File: src/rtl/uart_receiver.sv
// -----------------------------------------------------------------------------
// uart_receiver
//
// UART serial receiver. It oversamples the serial line using a
// baud-rate-multiple strobe (bclk), validates the start bit at mid-bit,
// assembles DATA_BITS data bits LSB first and checks a single stop bit.
// The completed byte is placed in the holding register RBR, together with
// a ready flag, a framing-error flag and a sticky overrun flag.
//
// Parameters
//   OVERSAMPLE  bclk ticks per bit period (even, >= 4)
//   DATA_BITS   data bits per frame, also the RBR width (>= 2)
//
// Ports
//   sys_clk      in   system clock, all logic on the rising edge
//   rst          in   synchronous active-high reset
//   bclk         in   OVERSAMPLE x baud strobe, edge-detected on sys_clk
//   rx_data      in   asynchronous serial line, idle high
//   rx_rd        in   consumer read strobe, acknowledges RBR
//   RBR          out  last completed frame
//   rx_ready     out  RBR holds an unread byte
//   rx_status    out  frame in progress (any state other than IDLE)
//   frame_err    out  stop bit of the last completed frame was low
//   overrun_err  out  an unread RBR was overwritten (sticky until read)
// -----------------------------------------------------------------------------
module uart_receiver #(
  parameter int OVERSAMPLE = 16,
  parameter int DATA_BITS  = 8
) (
  input  logic                 sys_clk,
  input  logic                 rst,
  input  logic                 bclk,
  input  logic                 rx_data,
  input  logic                 rx_rd,
  output logic [DATA_BITS-1:0] RBR,
  output logic                 rx_ready,
  output logic                 rx_status,
  output logic                 frame_err,
  output logic                 overrun_err
);

  localparam int CW = $clog2(OVERSAMPLE);
  localparam int BW = (DATA_BITS > 1) ? $clog2(DATA_BITS) : 1;

  localparam logic [CW-1:0] MID_CNT  = CW'(OVERSAMPLE / 2 - 1);
  localparam logic [CW-1:0] LAST_CNT = CW'(OVERSAMPLE - 1);
  localparam logic [BW-1:0] LAST_BIT = BW'(DATA_BITS - 1);

  typedef enum logic [1:0] {
    IDLE  = 2'd0,
    START = 2'd1,
    DATA  = 2'd2,
    STOP  = 2'd3
  } state_t;

  state_t               state;
  logic                 rx_meta_p0;
  logic                 rx_s;
  logic                 bclk_old;
  logic                 tick;
  logic [CW-1:0]        sample_cnt;
  logic [BW-1:0]        bit_cnt;
  logic [DATA_BITS-1:0] shift_reg;

  // Stage p0/p1: two-flop synchroniser for the asynchronous line. Both
  // flops reset to the idle level so reset never looks like a start bit.
  always_ff @(posedge sys_clk) begin
    if (rst) begin
      rx_meta_p0 <= 1'b1;
      rx_s       <= 1'b1;
    end else begin
      rx_meta_p0 <= rx_data;
      rx_s       <= rx_meta_p0;
    end
  end

  // Rising-edge detect on bclk; tick is high for exactly one sys_clk.
  always_ff @(posedge sys_clk) begin
    if (rst) begin
      bclk_old <= 1'b0;
    end else begin
      bclk_old <= bclk;
    end
  end

  assign tick = bclk & ~bclk_old;

  assign rx_status = (state != IDLE);

  // Receive FSM. A read acknowledges RBR first; a frame load in the same
  // cycle is written afterwards so the new byte wins over the read.
  always_ff @(posedge sys_clk) begin
    if (rst) begin
      state       <= IDLE;
      sample_cnt  <= '0;
      bit_cnt     <= '0;
      shift_reg   <= '0;
      RBR         <= '0;
      rx_ready    <= 1'b0;
      frame_err   <= 1'b0;
      overrun_err <= 1'b0;
    end else begin
      if (rx_rd && rx_ready) begin
        rx_ready    <= 1'b0;
        overrun_err <= 1'b0;
      end

      if (tick) begin
        unique case (state)
          IDLE: begin
            if (!rx_s) begin
              state      <= START;
              sample_cnt <= '0;
            end
          end

          START: begin
            // Mid-bit check: a start bit that has returned high was a glitch.
            if (sample_cnt == MID_CNT) begin
              sample_cnt <= '0;
              if (!rx_s) begin
                state   <= DATA;
                bit_cnt <= '0;
              end else begin
                state <= IDLE;
              end
            end else begin
              sample_cnt <= sample_cnt + 1'b1;
            end
          end

          DATA: begin
            // Sampling one full bit after the mid-start point lands mid-bit.
            if (sample_cnt == LAST_CNT) begin
              shift_reg  <= {rx_s, shift_reg[DATA_BITS-1:1]};
              sample_cnt <= '0;
              bit_cnt    <= bit_cnt + 1'b1;
              if (bit_cnt == LAST_BIT) begin
                state <= STOP;
              end
            end else begin
              sample_cnt <= sample_cnt + 1'b1;
            end
          end

          STOP: begin
            // Load at mid stop bit so a back-to-back start edge is not missed.
            if (sample_cnt == LAST_CNT) begin
              state      <= IDLE;
              sample_cnt <= '0;
              RBR        <= shift_reg;
              rx_ready   <= 1'b1;
              frame_err  <= ~rx_s;
              if (rx_ready && !rx_rd) begin
                overrun_err <= 1'b1;
              end
            end else begin
              sample_cnt <= sample_cnt + 1'b1;
            end
          end

          default: state <= IDLE;
        endcase
      end
    end
  end

endmodule

File: config.mk
export PLATFORM = sky130hd
export DESIGN_NAME = uart_receiver
export DESIGN_NICKNAME = d
export VERILOG_FILES = /design/src/rtl/uart_receiver.sv
export SDC_FILE = /design/constraint.sdc
export NUM_CORES = 1
export LEC_CHECK = 0
export CORE_UTILIZATION = 53
export DETAILED_ROUTE_END_ITERATION = 10
export PLACE_DENSITY = 0.77
export SLEW_MARGIN = 10
export SYNTH_ARGS = -nofsm -noshare
export SYNTH_HDL_FRONTEND = slang
export SYNTH_SLANG_ARGS = --single-unit
File: constraint.sdc
create_clock -name sys_clk -period 2 [get_ports sys_clk]
set_clock_uncertainty 0.15 [all_clocks]
set_input_delay 0.3 -clock sys_clk [delete_from_list [all_inputs] [get_ports sys_clk]]
set_output_delay 0.3 -clock sys_clk [all_outputs]
set_load 0.05 [all_outputs]
# After elaboration in Yosys (flattened, before gate mapping)
# Cells that the tools add are included.
# word_totals
regBits	31
in_bits	5
output_inout_bits	12
wordCells	64
# classes
add_sub_neg	2
n_eq_ne	12
mux	24
bitwise_logic	3
reduce_logical	12
# ops
op	count
$mux 2	6
$mux 4	3
$ne 2x2->1 const B	6
$pmux 4 s3	1
$mux 1	9
$mux 3	3
$pmux 2 s4	1
$pmux 3 s2	1
$reduce_and 3->1	2
$reduce_and 6->1	1
$reduce_and 5->1	1
$add 4x1->4 const B	1
$eq 2x2->1 const B	2
$eq 4x3->1 const B	1
$eq 4x4->1 const B	1
$reduce_bool 2->1	2
$add 3x1->3 const B	1
$eq 3x3->1 const B	1
$eq 2x1->1 const B	1
$logic_and 1x1->1	2
$logic_not 2->1	1
$not 1->1	2
$reduce_and 2->1	1
$reduce_or 2->1	1
2 further kinds	2

# Logic depth before layout (Yosys ltp)
# depth
depth_word	6
ltp_mapped	5

# Least setup slack after synthesis
# No wires, ideal clock.
# synth_timing
kind	register to register
start	register sample_cnt[0]
end	register frame_err
setup_ps	123
t_arrival_ps	1429
required_ps	1727
setup_slack_ps	298
path_stages_with_launch	6
cell_sequence	dfxtp_1 -> ha_1 -> and4b_1 -> and4_1 -> buf_4 -> mux2_1
# synth_via
elab_chain_len	2
# synth_lines
item	line	text
start: declaration	61	logic [CW-1:0] sample_cnt;
start signal: assignment	128	sample_cnt <= sample_cnt + 1'b1;
start signal: assignment	142	sample_cnt <= sample_cnt + 1'b1;
start signal: assignment	158	sample_cnt <= sample_cnt + 1'b1;
$eq 4x4->1	148	if (sample_cnt == LAST_CNT) begin
$reduce_and 3->1 (no source line)	--	
end signal: assignment	153	frame_err <= ~rx_s;
end: declaration	38	output logic frame_err,
# Every way passes these cells.
# A chain may end at the register's enable or synchronous reset.

# Worst setup path after layout
# layout_timing
start	register RBR[4]
end	output port RBR[4]
# layout_rtl
item	line	text
start: declaration	35	output logic [DATA_BITS-1:0] RBR,
start signal: assignment	151	RBR <= shift_reg;
# No word-level cell between the ends.

==> results.yml <==
run_status:
  status: "complete, no violations"
finish:
  fillers: 181
  final_common_cell: "dfxtp_1"
  diodes: 0
  layout.nets: 165
  stdcell_area_um2: 1583
  mostFrequentLayoutCells: "dfxtp_1 (31), nand2_1 (25), mux2i_1 (19), clkdlybuf4s50_1 (13), o21ai_0 (7)"
  syn_to_final_growth_pct: 18.34
  drive_above_1_share_pct: 10.76
die:
  die-height_um: 52.24
  die_x_um: 52.24
  floorplan.initialDensity_pct: 58.22
  rows: 17
  io_pins: 17
  core_um2: 2297
  die_area_um2: 2729
critical_path:
  reg2reg_depth: 5
  slowest_stage: "clkdlybuf4s50_1"
  slowest_delay_ps: 810
  rrSetupSlack_ps: 290
  critPathLaunchType: "flip-flop"
  crit_required_ps: 1550
  critPathKind: "flip-flop to output pin"
  crit_buf_inv: 1
  r2r_end: "RBR[3]"
  path_cells: "clkdlybuf4s50_1"
  critical_path.top_delay_family: "buffers and inverters"
  cp-end-kind: "output pin"
  crit_fanout: 2
  arrival_ps: 1480
  r2r-start: "sample_cnt[0]"
cts:
  cts_sinks: 31
  hold_buffers: 0
  clockRootBuffer: "clkbuf_4"
  path_clk_slew_ps: 100
  h-tree-depth: 2
  numCtsBuffers: 5
  clkLatencyLatePin_ps: 320
  cts_buffer_depth: 2
  cts_tree: "done"
placed_design:
  dpl_worst_slack_ps: 75.23
  place_congestion: 0.8586
  numPortBuffers: 16
  postPlaceCellArea_um2: 1524
  dpl.hpwl_mm: 1.800
job:
  cap_violations: 0
synth:
  syn_area_um2: 1338
  syn_nets: 146
  synth_cell_types: 34
  syn_inst: 138
  postSynthAreaPerCell_um2: 9.692
  postSynthRegisterBits: 31
  ys_warn_count: 0
  yosysSeqAreaShare_pct: 46.40
power:
  power_density_nw_per_um2: 640.4
  p_clk_share_pct: 34.0
  p_int_mw: 0.7753
  p_comb_share_pct: 4.4
  seqPwrFrac_pct: 61.6
  ir_worst_vdd_mv: 0.5146
  p_switching_mw: 0.2383
  swShare_pct: 23.51
  p_leak_nw: 0.6317
  finalPower_mw: 1.014
timing:
  period_minus_slack_ps: 1932
  fin_hold_ws_ps: 269.4
  rsz0062_at_grt: "false"
  setup_viol: 0
  layout_setup_ws_ps: 67.91
  fmax_mhz: 517.6
  tightest_slew_ps: 499.8
  hold_violations: 0
  timing.final.crit_share_pct: 96.60
  setup-tns-final_ps: 0
  finalMaxSlewViolations: 0
  slew-limit-headroom_pct: 66.57
grt:
  grt_pass1_vias: 992
  grt_pass1_wl_mm: 4.188
  grtUsageTotal_pct: 21.50
  grt.overflow.total: 0
  grt_max_degree: 27
  antenna_found_initial: 0
routing:
  viasPerCell: 5.575
  drt_wl_total_mm: 2.467
  drt_iter0_markers: 22
  drt_pass1_iterations: 4
  vias: 1037
  drc: 0
  post_drt_wl_per_cell_um: 13.26
  ant_nets: 0
worst_hold_path:
  worst_hold_startpoint: "rx_meta_p0"
  min_path_cells: 1
  hp-class: "flip-flop to flip-flop"
  worstHoldEndpoint: "rx_s"
-- cell usage after synthesis --
cell | n | share of area (%)
o21a_1 | 1 | 0.56
or2_2 | 3 | 1.4
nor2b_1 | 5 | 2.3
dfxtp_1 | 31 | 46
a21oi_1 | 5 | 1.9
inv_1 | 2 | 0.56
nor4_1 | 1 | 0.47
buf_6 | 1 | 0.84
ha_1 | 3 | 2.8
nand2b_1 | 2 | 0.94
and4_1 | 1 | 0.65
o2bb2ai_1 | 1 | 0.65
xor2_1 | 2 | 1.3
nand2_1 | 25 | 7.0
and2_1 | 1 | 0.47
nand3b_1 | 1 | 0.56
o21ai_0 | 7 | 2.6
o211ai_1 | 1 | 0.56
or4b_4 | 1 | 1.0
and4b_1 | 1 | 0.75
clkbuf_1 | 4 | 1.1
mux2i_1 | 19 | 14
a2111oi_0 | 1 | 0.65
nor3_2 | 1 | 0.75
a21boi_4 | 1 | 1.4
nand4_1 | 1 | 0.47
clkinv_1 | 1 | 0.28
o2111ai_1 | 2 | 1.3
mux2_1 | 1 | 0.84
nor3b_1 | 1 | 0.56
nor4bb_1 | 1 | 0.75
nand3_1 | 5 | 1.9
nor2_1 | 3 | 0.84
buf_4 | 2 | 1.1
-- power by group through the flow --
| stage | registers (mW) | clock network, mW | logic, mW |
|---|---|---|---|
| finish | 0.624 | 0.345 | 0.0443 |
| floorplan | 0.638 | 0 | 0.0248 |
| CTS | 0.624 | 0.353 | 0.0442 |
| global route | 0.625 | 0.384 | 0.0477 |
| detailed placement | 0.639 | 0 | 0.0438 |
| global placement | 0.639 | 0 | 0.0431 |
-- cells by family after synthesis --
group / share of synthesized area (%)
adder cells (fa/ha/maj): 2.807
buffers and inverters: 3.928
AO/OA/AOI/OAI: 9.636
multiplexers: 15.06
flip-flops: 46.40
AND/OR/NAND/NOR: 20.86
XOR/XNOR: 1.310
-- timing repair --
| item | in CTS | in global routing |
|---|---|---|
| endpoints found under the setup margin | 0 | 2 |
| endpoints found under the hold margin | 0 | 0 |
| setup buffers | 0 | 0 |
| gates resized for setup | 0 | 2 |
-- metal layers --
layer,track usage (%),up-vias,part of all wire (%)
met3,7.536,4,4.9
met5,0,-,0
li1,-,521,-
met2,33.12,27,46
met4,10.09,0,1.2
met1,26.71,485,47
-- area by class of cell --
type,instances,area (um^2),share of cell area (%)
Multi-Input combinational cell,97,664.4,41.98
Sequential cell,31,620.6,39.21
Timing Repair Buffer,19,197.7,12.49
Clock buffer,6,41.29,2.609
Tap cell,28,35.03,2.213
Clock inverter,2,12.51,0.7905
Inverter,3,11.26,0.7115
-- metrics by stage --
step / utilization [%] / std cells
after floorplan: - / 138
after global placement: 66.34 / 178
after detailed placement: 66.34 / 178
after CTS: 68.68 / 186
after global routing: 68.90 / 186
final: 68.90 / 186
-- worst max path at each step --
stage	start	end	slack [ps]	cells past startpoint
after floorplan	sample_cnt[0]	frame_err	300	5
after global placement	bclk	frame_err	110	4
after detailed placement	bclk	RBR[4]	80	5
after CTS	rx_ready	rx_ready	10	1
after global routing	RBR[5]	RBR[5]	6	1
final	RBR[4]	RBR[4]	70	1
Note: power is estimated with default switching activity, not from simulation.
